## src/rtl/serv_gen_pkg.sv

```systemverilog
// Shared definitions for the SERV state generator: FSM state encoding,
// counter width and the per-width pass length helper.
package serv_gen_pkg;

  localparam int unsigned CNT_W     = 5;
  localparam int unsigned DATA_BITS = 32;

  typedef enum logic [2:0] {
    FETCH = 3'd0,
    IDLE  = 3'd1,
    INIT  = 3'd2,
    WAIT  = 3'd3,
    RUN   = 3'd4
  } state_e;

  // Number of cycles in one 32-bit pass for a datapath of w bits per cycle.
  function automatic int unsigned cycles(input int unsigned w);
    return DATA_BITS / w;
  endfunction

endpackage

```

## src/rtl/serv_pass_cnt.sv

```systemverilog
// Pass counter: walks the LSB lane index 0, W, 2W ... 32-W while start is
// high and returns to 0 as soon as start drops.
module serv_pass_cnt
  import serv_gen_pkg::*;
#(
  parameter int unsigned W = 1
) (
  input  logic             i_clk,
  input  logic             i_rst,
  input  logic             start,
  output logic [CNT_W-1:0] cnt,
  output logic             done
);

  localparam int unsigned      CYCLES = cycles(W);
  localparam logic [CNT_W-1:0] STEP   = CNT_W'(W);
  localparam logic [CNT_W-1:0] LAST   = CNT_W'((CYCLES - 1) * W);

  // Lane index register; the step past LAST wraps naturally to 0.
  always_ff @(posedge i_clk) begin
    if (i_rst) begin
      cnt <= '0;
    end else if (start) begin
      cnt <= cnt + STEP;
    end else begin
      cnt <= '0;
    end
  end

  assign done = start && (cnt == LAST);

endmodule

```

## src/rtl/serv_state_gen.sv

```systemverilog
// SERV instruction state generator: sequences fetch, operand streaming,
// the optional first stage with its wait, and the final run pass.
// Optional feature macro: SERV_STATE_GEN_MDU_EN enables the MDU handshake
// in WAIT; without it o_mdu_valid is tied low and the MDU inputs are ignored.
module serv_state_gen
  import serv_gen_pkg::*;
#(
  parameter int unsigned W        = 1,
  parameter int unsigned WITH_CSR = 1
) (
  input  logic             i_clk,
  input  logic             i_rst,
  input  logic             i_ibus_ack,
  output logic             o_ibus_cyc,
  input  logic             i_rf_ready,
  output logic             o_rf_rreq,
  output logic             o_rf_wreq,
  input  logic             i_two_stage_op,
  input  logic             i_take_branch,
  input  logic             i_misalign,
  input  logic             i_wait_done,
  input  logic             i_mdu_op,
  input  logic             i_mdu_ready,
  output logic             o_mdu_valid,
  output logic [CNT_W-1:0] o_cnt,
  output logic             o_cnt_en,
  output logic             o_cnt_done,
  output logic             o_init,
  output logic             o_ctrl_jump,
  output logic             o_ctrl_trap
);

  localparam logic CSR_EN = (WITH_CSR != 0);

  state_e state;
  state_e state_nxt;
  logic   stage_one_done;
  logic   cnt_en;
  logic   cnt_done;
  logic   mdu_go;
  logic   wait_exit;

`ifdef SERV_STATE_GEN_MDU_EN
  assign mdu_go = i_mdu_op & i_mdu_ready;
`else
  logic unused_mdu;
  assign unused_mdu = i_mdu_op ^ i_mdu_ready;
  assign mdu_go     = 1'b0;
`endif

  // A latched trap always releases WAIT, whatever the wait sources say.
  assign wait_exit = i_wait_done | mdu_go | o_ctrl_trap;

  serv_pass_cnt #(
    .W (W)
  ) u_pass_cnt (
    .i_clk (i_clk),
    .i_rst (i_rst),
    .start (cnt_en),
    .cnt   (o_cnt),
    .done  (cnt_done)
  );

  assign o_cnt_en   = cnt_en;
  assign o_cnt_done = cnt_done;

  // State register.
  always_ff @(posedge i_clk) begin
    if (i_rst) begin
      state <= FETCH;
    end else begin
      state <= state_nxt;
    end
  end

  // Next-state selection.
  always_comb begin
    state_nxt = state;
    case (state)
      FETCH: if (i_ibus_ack) state_nxt = IDLE;
      IDLE:  if (i_rf_ready) state_nxt = (i_two_stage_op && !stage_one_done) ? INIT : RUN;
      INIT:  if (cnt_done)   state_nxt = WAIT;
      WAIT:  if (wait_exit)  state_nxt = IDLE;
      RUN:   if (cnt_done)   state_nxt = FETCH;
      default:               state_nxt = FETCH;
    endcase
  end

  // State-decoded outputs and handshake pulses.
  always_comb begin
    o_ibus_cyc  = 1'b0;
    o_rf_rreq   = 1'b0;
    o_rf_wreq   = 1'b0;
    o_mdu_valid = 1'b0;
    o_init      = 1'b0;
    cnt_en      = 1'b0;
    case (state)
      FETCH: begin
        o_ibus_cyc = 1'b1;
        o_rf_rreq  = i_ibus_ack;
      end
      INIT: begin
        cnt_en = 1'b1;
        o_init = 1'b1;
      end
      WAIT: begin
        o_rf_wreq = wait_exit;
`ifdef SERV_STATE_GEN_MDU_EN
        o_mdu_valid = i_mdu_op;
`endif
      end
      RUN:     cnt_en = 1'b1;
      default: ;
    endcase
  end

  // Control flags: captured at the end of stage one, dropped after the run.
  always_ff @(posedge i_clk) begin
    if (i_rst) begin
      o_ctrl_jump    <= 1'b0;
      o_ctrl_trap    <= 1'b0;
      stage_one_done <= 1'b0;
    end else begin
      if (state == INIT && cnt_done) begin
        o_ctrl_jump <= i_take_branch;
        o_ctrl_trap <= CSR_EN & i_misalign;
      end
      if (state == WAIT && wait_exit) begin
        stage_one_done <= 1'b1;
      end
      if (state == RUN && cnt_done) begin
        o_ctrl_jump    <= 1'b0;
        o_ctrl_trap    <= 1'b0;
        stage_one_done <= 1'b0;
      end
    end
  end

endmodule

```

## config.mk

```make
export PLATFORM = sky130hd
export DESIGN_NAME = serv_state_gen
export DESIGN_NICKNAME = d
export VERILOG_FILES = /design/src/rtl/serv_gen_pkg.sv /design/src/rtl/serv_pass_cnt.sv /design/src/rtl/serv_state_gen.sv
export SDC_FILE = /design/constraint.sdc
export NUM_CORES = 1
export LEC_CHECK = 0
export ABC_AREA = 1
export BUFFER_PORTS_ARGS = -buffer_cell sky130_fd_sc_hd__buf_2
export CORE_ASPECT_RATIO = 0.9
export CORE_UTILIZATION = 35
export DETAILED_ROUTE_END_ITERATION = 7
export PLACE_DENSITY = 0.6
export SLEW_MARGIN = 20
export SYNTH_ARGS = -nofsm -noshare
export SYNTH_HDL_FRONTEND = slang
export SYNTH_SLANG_ARGS = --single-unit
```

## constraint.sdc

```tcl
create_clock -name i_clk -period 2.2 [get_ports i_clk]
set_clock_uncertainty 0.2 [all_clocks]
set_input_delay 0 -clock i_clk [delete_from_list [all_inputs] [get_ports i_clk]]
set_output_delay 0 -clock i_clk [all_outputs]
set_load 0.01 [all_outputs]
```

==> summary.log, run 1 <==
INFO  power          total_leakage_power=0.4126nW
INFO  synth          synth.ff_latch_count=11
INFO  synth          post_synth_num_cell_types=16
INFO  power          p_switching=0.3268mW
INFO  flow_run       max_cap_violations=0
INFO  placed_design  place_inst=132
INFO  timing         min_period=1861ps
INFO  placed_design  hpwl_detailed=947.4microns
INFO  global_routing groute.usage.overall=14.83%
INFO  setup_path     cp-start-kind=flip-flop
INFO  timing         setup-tns-final=0ps
INFO  drt            detail_route.vias_per_cell=4.369
INFO  floorplanning  floorplan.rows=13
INFO  floorplanning  core=0.001513sqmm
INFO  clocking       clk_path_buf_depth=2
INFO  synth          area_fraction_of_the_dominant_cell_type_after_synthesis=37.45%
INFO  clocking       clk_pin_slew_worst_paths=70ps
INFO  setup_path     timing_worst_setup_path_type=flip-flop to flip-flop
INFO  synth          syn-num-nets=103
INFO  layout         final_nets=132
INFO  clocking       cts_post_setup_buffers_inserted=0
INFO  power          combPwrFrac=46.6%
INFO  layout         number_of_inserted_diodes=0
INFO  timing         hold_viol=0
INFO  layout         final_layout_size_suffix_gt1_share=21.85%
INFO  floorplanning  dieArea=0.001848sqmm
INFO  setup_path     timing.reg2reg.setup_slack=340ps
INFO  clocking       clock_insertion_delay_worst_skew=260ps
INFO  setup_path     worstSetupEndpoint=state[2]
INFO  drt            initialDrtViolationCount=10
INFO  synth          synth_area=588.1squm
INFO  global_routing grt_pass1_wl=1.897mm
INFO  power          power.density_cell_area=968.1mW/mm^2
INFO  floorplanning  io-pin-count=24
INFO  layout         most-common-layout-cells=sky130_fd_sc_hd__nand2_1 (21), sky130_fd_sc_hd__buf_2 (20), sky130_fd_sc_hd__nor2_1 (15), sky130_fd_sc_hd__inv_1 (15), sky130_fd_sc_hd__nand3_1 (12)
INFO  power          seq_power_share=35.4%
INFO  global_routing number_of_antenna_violations_at_the_first_check_in_global_routing=0
INFO  synth          synth_sequential_area_ratio=37.45%
INFO  synth          synth_top_cell_by_area=sky130_fd_sc_hd__dfxtp_1
INFO  run_status     outcome=finished, final reports clean
INFO  timing         min_period_over_period=84.61%
INFO  timing         setup_ws=338.7ps
INFO  power          clkPwrFrac=18.1%
INFO  synth          synthCells=91
INFO  setup_path     critPathRequiredTime=2210ps
INFO  clocking       post_cts.resized_instances=0
INFO  drt            ant_nets=0
INFO  clocking       cts_buffers=3
INFO  placed_design  pre_cts_slack=356.4ps
INFO  timing         setup_viol=0
INFO  power          cell_internal_pwr=0.4326mW
INFO  setup_path     end_of_the_worst_register_to_register_path=state[2]
INFO  floorplanning  fp.dieW=45.21microns
INFO  floorplanning  fp.dieH=40.89microns
INFO  layout         flow.area_growth_from_synthesis=33.40%
INFO  placed_design  io_buffer_count=20
INFO  global_routing grt_start_max_net_pins=8
INFO  timing         grt_setup_unrepaired=false
INFO  setup_path     timing.critical_path.fanout_max=5
INFO  drt            drc=0
INFO  power          vdd.ir_drop.worst=0.4860mV
INFO  worst_hold_path hold_path_class=input pin to flip-flop
INFO  clocking       cts_num_sinks=11
INFO  clocking       cts.hold.buffers_added=5
INFO  placed_design  gp_congestion=0.8161
INFO  setup_path     worstSetupEndpointType=flip-flop
INFO  synth          cells_taking_the_most_area_after_synthesis=sky130_fd_sc_hd__dfxtp_1 (37%), sky130_fd_sc_hd__nand2_1 (13%), sky130_fd_sc_hd__nand3_1 (10%)
INFO  setup_path     worstPathArrival=1870ps
INFO  drt            drt-pass1-iter-count=4
INFO  timing         holdWs=27.64ps
INFO  setup_path     ff2ff_path_depth=12
INFO  synth          synthesis.area_per_instance=6.462squm
INFO  clocking       cts_tree=built
INFO  drt            wl_per_cell=8.638microns
INFO  layout         finalNonFillerCells=141
INFO  drt            detailroute.via_count=616
INFO  floorplanning  start_util=38.88%
INFO  global_routing vias_in_the_first_global_route=492
INFO  layout         fill_cells=177
INFO  power          power.switching_fraction=43.03%
INFO  timing         timing.fmax=537.2MHz
INFO  setup_path     reg2reg_from=u_pass_cnt.cnt[0]
INFO  clocking       root_buffer_cell=sky130_fd_sc_hd__clkbuf_4
INFO  synth          yosysWarnings=0
INFO  layout         final_common_cell=sky130_fd_sc_hd__nand2_1
INFO  drt            detail_route.wirelength=1.218mm
INFO  timing         slew_viol_final=0
INFO  clocking       cts_max_level=1
INFO  global_routing gr-total-overflow=0
INFO  setup_path     worst_setup_path_startpoint=u_pass_cnt.cnt[0]
-- layout make-up --
type | instances | area [sq um] | area share (%)
sequential | 11 | 220.2 | 28.07
timing repair buffer | 25 | 150.1 | 19.14
clock buffer | 4 | 26.28 | 3.349
multi-input combinational | 64 | 304.0 | 38.76
inverter | 15 | 56.30 | 7.177
tap | 22 | 27.53 | 3.509
-- synth_stat cells (all sizes together) --
library cell and count:
a21oi 4, buf 1, conb 1, dfxtp 11
ha 2, inv 15, nand2 22, nand3 12
nor2 17, nor3 1, nor3b 1, o21ai 3
xor2 1
-- cells by family after synthesis --
kind of cell,count (synthesis),synth area share [%]
xor gates and xnor gates,1,1.490
adders and majority gates,2,4.255
other,1,0.6377
and+or+nand+nor,53,39.36
buffers and inverters,16,10.85
DFF,11,37.45
AOI/OAI and AO/OA,7,5.957
-- how the worst min path moves through the flow --
stage                     cells after the start  slack (ps)        to        from
after floorplan                               1        -130  state[1]       i_rst
after global placement                        2         -20  state[1]       i_rst
after detailed placement                      2         -20  state[1]       i_rst
after CTS                                     6          20  state[0]  i_ibus_ack
after global routing                          6          90  state[2]  i_ibus_ack
final                                         6          30  state[0]  i_ibus_ack
-- power groups by stage --
| stage | registers [mW] | logic (mW) | clock network [mW] |
|---|---|---|---|
| finish | 0.269 | 0.354 | 0.137 |
| global route | 0.274 | 0.416 | 0.158 |
| global placement | 0.272 | 0.341 | 0 |
| floorplan | 0.264 | 0.264 | 0 |
| detailed placement | 0.272 | 0.345 | 0 |
| CTS | 0.267 | 0.353 | 0.143 |
-- through the flow --
stage	power (mW)	utilization, %	cell area, sq um
5_1_grt	0.8484	51.86	784.5
3_3_place_gp	0.6136	46.82	708.2
6_report	0.7595	51.86	784.5
2_1_floorplan	0.5279	-	588.1
4_1_cts	0.7626	51.86	784.5
3_5_place_dp	0.6167	46.82	708.2
-- per-layer routing --
metal	share of wire, %	track usage (%)	up-vias
met4	0	2.273	0
met5	0	0	-
met1	52	18.16	258
li1	-	-	336
met2	41	24.64	22
met3	7.1	6.608	0
-- registers in the layout (all words and copies together) (netlist names) --
signal and count:
o_ctrl_trap 1, state 3, o_ctrl_jump 1, stage_one_done 1, u_pass_cnt.cnt 5
-- worst max-delay path: stages (launching register included) --
cell	delay, ps
sky130_fd_sc_hd__dfxtp_1	370
sky130_fd_sc_hd__ha_1	180
sky130_fd_sc_hd__nand2_1	70
sky130_fd_sc_hd__nor2_1	90
sky130_fd_sc_hd__ha_1	210
sky130_fd_sc_hd__inv_1	100
sky130_fd_sc_hd__nand3_1	90
sky130_fd_sc_hd__nand2_1	90
sky130_fd_sc_hd__nor2_4	140
sky130_fd_sc_hd__nand2_1	80
sky130_fd_sc_hd__nand2_1	70
sky130_fd_sc_hd__inv_1	40
sky130_fd_sc_hd__nor2_1	90
Note: power is estimated with default switching activity, not from simulation.
==> run 2, diff against run 1 <==
clock period = 1.8 ns   (was 2.2 ns; I/O delays follow)
==> run 2 against run 1 <==
Compared with the run above: total power up 29%; highest routed layer is now met4; sequential power up 23%; design area up 11%; utilization up 5.8 points; global-route usage down 0.21 points; critical path depth unchanged; largest cell class unchanged.
==> summary.log, run 2 (synthesized netlist as in run 1, its figures left out) <==
INFO  clocking       clk_pin_slew_worst_paths=70ps [about the same]
INFO  timing         min_period=1690ps [-171.7 ps]
INFO  drt            initialDrtViolationCount=15 [+5]
INFO  clocking       clk_path_buf_depth=2 [unchanged]
INFO  timing         setup_viol=0 [unchanged]
INFO  timing         slew_viol_final=0 [unchanged]
INFO  layout         top_regs=u_pass_cnt.cnt x5, state x3
INFO  placed_design  io_buffer_count=20 [unchanged]
INFO  floorplanning  core=0.001513sqmm [unchanged]
INFO  global_routing number_of_antenna_violations_at_the_first_check_in_global_routing=0 [unchanged]
INFO  timing         timing.fmax=591.9MHz [+10%]
INFO  floorplanning  dieArea=0.001848sqmm [unchanged]
INFO  layout         final_common_cell=sky130_fd_sc_hd__buf_2
INFO  timing         grt_setup_unrepaired=true
INFO  layout         most-common-layout-cells=sky130_fd_sc_hd__buf_2 (20), sky130_fd_sc_hd__nand2_1 (17), sky130_fd_sc_hd__nor2_1 (14), sky130_fd_sc_hd__inv_1 (14), sky130_fd_sc_hd__nand3_1 (10)
INFO  setup_path     worstPathArrival=1700ps [-170 ps]
INFO  layout         final_core_utilization=57.65% [+5.8 points]
INFO  placed_design  hpwl_detailed=971.5microns [+2.5%]
INFO  timing         min_period_over_period=93.87% [+9.3 points]
INFO  floorplanning  fp.dieW=45.21microns [unchanged]
INFO  layout         largest-register=u_pass_cnt.cnt
INFO  clocking       cts_num_sinks=11 [unchanged]
INFO  setup_path     timing.reg2reg.setup_slack=110ps [-230 ps]
INFO  placed_design  gp_congestion=0.7717 [-5.4%]
INFO  global_routing grt_start_max_net_pins=8 [unchanged]
INFO  global_routing grt_pass1_wl=1.849mm [-2.5%]
INFO  clocking       root_buffer_cell=sky130_fd_sc_hd__clkbuf_4
INFO  layout         number_of_inserted_diodes=0 [unchanged]
INFO  layout         final_layout_size_suffix_gt1_share=35.20% [+13 points]
INFO  placed_design  placed_area=730.7squm [+3.2%]
INFO  setup_path     cp-start-kind=flip-flop
INFO  drt            drc=0 [unchanged]
INFO  drt            ant_nets=0 [unchanged]
INFO  drt            wl_per_cell=9.524microns [+10%]
INFO  floorplanning  io-pin-count=24 [unchanged]
INFO  layout         final_nets=138 [+4.5%]
INFO  clocking       clock_insertion_delay_worst_skew=260ps [about the same]
INFO  global_routing gr-total-overflow=0 [unchanged]
INFO  setup_path     worstSetupEndpointType=flip-flop
INFO  run_status     outcome=finished, final reports clean
INFO  setup_path     critPathRequiredTime=1810ps [-400 ps]
INFO  global_routing vias_in_the_first_global_route=474 [-3.7%]
INFO  timing         setup-tns-final=0ps [unchanged]
INFO  drt            detailroute.via_count=644 [+4.5%]
INFO  setup_path     timing.critical_path.fanout_max=5 [unchanged]
INFO  timing         holdWs=48.56ps [+20.92 ps]
INFO  floorplanning  fp.dieH=40.89microns [unchanged]
INFO  global_routing groute.usage.overall=14.63% [-0.21 points]
INFO  worst_hold_path hold_path_class=input pin to flip-flop
INFO  layout         final_instance_area=872.1squm [+11%]
INFO  floorplanning  floorplan.rows=13 [unchanged]
INFO  power          total_power=0.9833mW [+29%]
INFO  clocking       cts_buffers=3 [unchanged]
INFO  drt            detail_route.vias_per_cell=4.381 [+0.28%]
INFO  setup_path     timing_worst_setup_path_type=flip-flop to flip-flop
INFO  clocking       cts_max_level=1 [unchanged]
INFO  drt            drt-pass1-iter-count=4 [unchanged]
INFO  drt            detail_route.wirelength=1.400mm [+15%]
INFO  layout         largest_register_ff_count=5 [unchanged]
INFO  layout         flow.area_growth_from_synthesis=48.30%
INFO  floorplanning  start_util=38.88% [unchanged]
INFO  power          vdd.ir_drop.worst=0.6405mV [+32%]
INFO  power          power.density_cell_area=1128mW/mm^2 [+16%]
INFO  timing         hold_viol=0 [unchanged]
INFO  clocking       cts_tree=built
INFO  power          total_leakage_power=0.4401nW [+6.7%]
INFO  flow_run       max_cap_violations=0 [unchanged]
## run 2: changes by cell type in the layout (fill, tap and decap cells not counted), sizes merged
| cell | previous run | this run |
|---|---|---|
| buf | 20 | 26 |
## run 2: repair_timing
action,4_1_cts,5_1_grt
setup buffers,0,3
endpoints found under the hold margin,11,0
resized for setup,0,14
setup endpoints to repair,0,4
hold buffers,5,0
## run 2: final timing paths
| check | from | end | depth (start not counted) |
|---|---|---|---|
| min reg2reg | o_ctrl_jump | o_ctrl_jump | 2 |
| max | u_pass_cnt.cnt[1] | state[2] | 12 |
| max reg2reg | u_pass_cnt.cnt[1] | state[2] | 12 |
| min | i_rf_ready | state[1] | 7 |
## run 2: final cells by class
type                    count  area (sq um)
clock buffers               4         26.28
repair buffers             31         195.2
flip-flops and latches     11         222.7
multi-input cells          64         341.6
inverters                  15         58.81
well taps                  22         27.53
fillers                   157         640.6
## run 2: per-stage QoR
step | std cells | setup slack [ps]
floorplan | 91 | 32.26
global placement | 135 | 71.32
detailed placement | 135 | 33.76
CTS | 144 | 16.34
global route | 147 | -36.37
finish | 147 | 110.4
## run 2: power by group
part / leakage [nW] / switching, mW / internal, mW
clock network: 0.0150 / 0.0824 / 0.0857
registers: 0.0902 / 0.0527 / 0.279
logic: 0.335 / 0.295 / 0.189
## run 2: per-layer routing
layer / up-vias / track usage, % / wire, microns
li1: 349 / - / -
met1: 273 / 18.64 / 651
met2: 20 / 23.19 / 661
met3: 2 / 6.608 / 78
met4: 0 / 2.273 / 8
met5: - / 0 / 0
## run 2: worst max-delay path, stage by stage, from the launching register on
cell	delay, ps
sky130_fd_sc_hd__dfxtp_2	360
sky130_fd_sc_hd__ha_4	140
sky130_fd_sc_hd__nand2_2	50
sky130_fd_sc_hd__nor2_2	100
sky130_fd_sc_hd__ha_2	210
sky130_fd_sc_hd__inv_4	50
sky130_fd_sc_hd__nand3_2	70
sky130_fd_sc_hd__nand2_2	60
sky130_fd_sc_hd__nor2_4	140
sky130_fd_sc_hd__nand2_2	70
sky130_fd_sc_hd__nand2_1	70
sky130_fd_sc_hd__inv_1	40
sky130_fd_sc_hd__nor2_1	70
==> run 3, diff against run 2 <==
==> constraint.sdc (replaced) <==
create_clock -name i_clk -period 1.8 [get_ports i_clk]
set_clock_uncertainty 0.2 [all_clocks]
set_input_delay 0.09 -clock i_clk [delete_from_list [all_inputs] [get_ports i_clk]]
set_output_delay 0.09 -clock i_clk [all_outputs]
set_load 0.01 [all_outputs]
==> run 3 against run 2 <==
Compared with the run above: sequential power about the same; design area is 1.1% lower; global-route usage is 0.37 points higher; highest routed layer unchanged; critical path type is now flip-flop to primary output; critical endpoint is now o_cnt_done.
==> summary.log, run 3 (synthesized netlist as in run 1, its figures left out) <==
INFO  global_routing groute.usage.overall=15.00% [+0.37 points]
INFO  worst_hold_path hold-path-endpoint=state[2]
INFO  placed_design  hpwl_detailed=986.1microns [+1.5%]
INFO  layout         finalNonFillerCells=146 [-0.68%]
INFO  clocking       cts_max_level=1 [unchanged]
INFO  power          total_power=0.9695mW [-1.4%]
INFO  layout         fill_cells=164 [+4.5%]
INFO  timing         grt_setup_unrepaired=true
INFO  drt            wl_per_cell=8.993microns [-5.6%]
INFO  placed_design  gp_congestion=0.7704 [-0.17%]
INFO  worst_hold_path worst_hold_path.num_cells=6 [-1]
INFO  setup_path     critPathRequiredTime=1510ps [-300 ps]
INFO  setup_path     reg2reg_from=u_pass_cnt.cnt[1]
INFO  drt            detail_route.wirelength=1.313mm [-6.2%]
INFO  global_routing grt_start_max_net_pins=8 [unchanged]
INFO  clocking       clk_path_buf_depth=2 [unchanged]
INFO  placed_design  io_buffer_count=20 [unchanged]
INFO  floorplanning  dieArea=0.001848sqmm [unchanged]
INFO  layout         flow.area_growth_from_synthesis=46.60%
INFO  drt            detail_route.vias_per_cell=4.390 [+0.22%]
INFO  floorplanning  io-pin-count=24 [unchanged]
INFO  global_routing number_of_antenna_violations_at_the_first_check_in_global_routing=0 [unchanged]
INFO  clocking       clock_insertion_delay_worst_skew=270ps [about the same]
INFO  drt            initialDrtViolationCount=13 [-2]
INFO  worst_hold_path hold_path_class=input pin to flip-flop
INFO  timing         timing.fmax=580.1MHz [-2.0%]
INFO  worst_hold_path holdCritStartpoint=i_two_stage_op
INFO  layout         sequential_cell_area_in_the_final_layout=225.2squm [+1.1%]
INFO  drt            detailroute.via_count=641 [-0.47%]
INFO  setup_path     timing.critical_path.fanout_max=5 [unchanged]
INFO  clocking       cts_tree=built
INFO  timing         slew_viol_final=0 [unchanged]
INFO  setup_path     worstPathArrival=1430ps [-270 ps]
INFO  floorplanning  fp.dieW=45.21microns [unchanged]
INFO  flow_run       max_cap_violations=0 [unchanged]
INFO  clocking       cts_num_sinks=11 [unchanged]
INFO  layout         largest_register_ff_count=5 [unchanged]
INFO  floorplanning  core=0.001513sqmm [unchanged]
INFO  power          power.density_cell_area=1125mW/mm^2 [-0.26%]
INFO  setup_path     ff2ff_path_depth=12 [unchanged]
INFO  layout         largest-register=u_pass_cnt.cnt
INFO  layout         final_common_cell=sky130_fd_sc_hd__buf_2
INFO  clocking       root_buffer_cell=sky130_fd_sc_hd__clkbuf_4
INFO  global_routing gr-total-overflow=0 [unchanged]
INFO  floorplanning  floorplan.rows=13 [unchanged]
INFO  layout         number_of_inserted_diodes=0 [unchanged]
INFO  drt            ant_nets=0 [unchanged]
INFO  global_routing vias_in_the_first_global_route=469 [-1.1%]
INFO  layout         final_instance_area=862.1squm [-1.1%]
INFO  setup_path     timing_worst_setup_path_type=flip-flop to primary output
INFO  layout         final_layout_size_suffix_gt1_share=36.29% [+1.1 points]
INFO  setup_path     cp-start-kind=flip-flop
INFO  floorplanning  fp.dieH=40.89microns [unchanged]
INFO  setup_path     worstSetupEndpointType=primary output
INFO  setup_path     timing.reg2reg.setup_slack=110ps [about the same]
INFO  layout         top_regs=u_pass_cnt.cnt x5, state x3
INFO  timing         min_period=1724ps [+34.32 ps]
INFO  placed_design  place_inst=135 [unchanged]
INFO  timing         hold_viol=0 [unchanged]
INFO  layout         multi_input_logic_area=341.6squm [unchanged]
INFO  global_routing grt_pass1_wl=1.897mm [+2.6%]
INFO  timing         min_period_over_period=95.77% [+1.9 points]
INFO  run_status     outcome=finished, final reports clean
INFO  placed_design  pre_cts_slack=36.07ps [+2.316 ps]
INFO  timing         setup_viol=0 [unchanged]
INFO  drt            drt-pass1-iter-count=4 [unchanged]
INFO  clocking       cts_buffers=3 [unchanged]
INFO  drt            drc=0 [unchanged]
INFO  placed_design  placed_area=730.7squm [unchanged]
INFO  setup_path     end_of_the_worst_register_to_register_path=state[0]
INFO  power          total_leakage_power=0.4376nW [-0.59%]
INFO  clocking       clk_pin_slew_worst_paths=70ps [about the same]
INFO  layout         most-common-layout-cells=sky130_fd_sc_hd__buf_2 (20), sky130_fd_sc_hd__nand2_1 (17), sky130_fd_sc_hd__nor2_1 (14), sky130_fd_sc_hd__inv_1 (14), sky130_fd_sc_hd__nand3_1 (10)
INFO  power          vdd.ir_drop.worst=0.5495mV [-14%]
INFO  floorplanning  start_util=38.88% [unchanged]
INFO  layout         final_nets=137 [-0.72%]
INFO  timing         setup_ws=76.07ps [-34.32 ps]
[run 3: cell types whose count changed in the layout (fill, tap and decap cells not counted)]
cell and delta:
sky130_fd_sc_hd__buf_4 +1, sky130_fd_sc_hd__dlygate4sd3_1 -2, sky130_fd_sc_hd__dfxtp_2 -1, sky130_fd_sc_hd__dfxtp_4 +1
[run 3: cell type report]
class / count / share of cell area [%]
clock buffer: 4 / 3.048
multi-input combinational: 64 / 39.62
tap: 22 / 3.193
inverter: 15 / 6.821
sequential: 11 / 26.12
timing repair buffer: 30 / 21.19
[run 3: how the worst max path moves through the flow]
| stage | from | endpoint | slack [ps] | cells after the start |
|---|---|---|---|---|
| after floorplan | u_pass_cnt.cnt[0] | state[2] | 30 | 12 |
| after global placement | u_pass_cnt.cnt[1] | state[0] | 70 | 12 |
| after detailed placement | u_pass_cnt.cnt[1] | state[0] | 40 | 12 |
| after CTS | u_pass_cnt.cnt[1] | state[0] | 20 | 12 |
| after global routing | u_pass_cnt.cnt[1] | state[0] | -40 | 12 |
| final | u_pass_cnt.cnt[1] | o_cnt_done | 80 | 7 |
[run 3: critical path, cell delays in order (launching register included)]
cell and delay [ps]:
sky130_fd_sc_hd__dfxtp_4 360, sky130_fd_sc_hd__ha_4 130, sky130_fd_sc_hd__nand2_2 50, sky130_fd_sc_hd__nor2_2 110
sky130_fd_sc_hd__ha_2 210, sky130_fd_sc_hd__inv_4 50, sky130_fd_sc_hd__a21oi_1 100, sky130_fd_sc_hd__buf_2 140
[run 3: metal layers]
layer / share of wire [%] / routed length (microns) / vias to the layer above / track usage (%)
met5: 0 / 0 / - / 0
met4: 0.69 / 9 / 0 / 4.545
met3: 7.1 / 93 / 2 / 7.048
met2: 45 / 597 / 19 / 22.46
met1: 47 / 614 / 273 / 19.11
li1: - / - / 347 / -
[run 3: timing repair]
action | CTS | global route
hold buffers | 3 | 0
resized for setup | 0 | 15
setup buffers | 0 | 4
setup endpoints to repair | 0 | 4
endpoints found under the hold margin | 5 | 0
[run 3: stage by stage]
stage	utilization (%)	hold WS, ps	setup TNS [ps]
floorplan	-	-40.93	0
global placement	48.30	70.25	0
detailed placement	48.30	68.94	0
CTS	52.03	33.63	0
global route	56.99	86.40	-66.14
finish	56.99	56.10	0
[run 3: power breakdown]
| group | leakage, nW | internal [mW] | switching (mW) | total (mW) |
|---|---|---|---|---|
| Clock | 0.0150 | 0.0858 | 0.0841 | 0.170 |
| Sequential | 0.0905 | 0.278 | 0.0513 | 0.329 |
| Combinational | 0.332 | 0.183 | 0.287 | 0.470 |
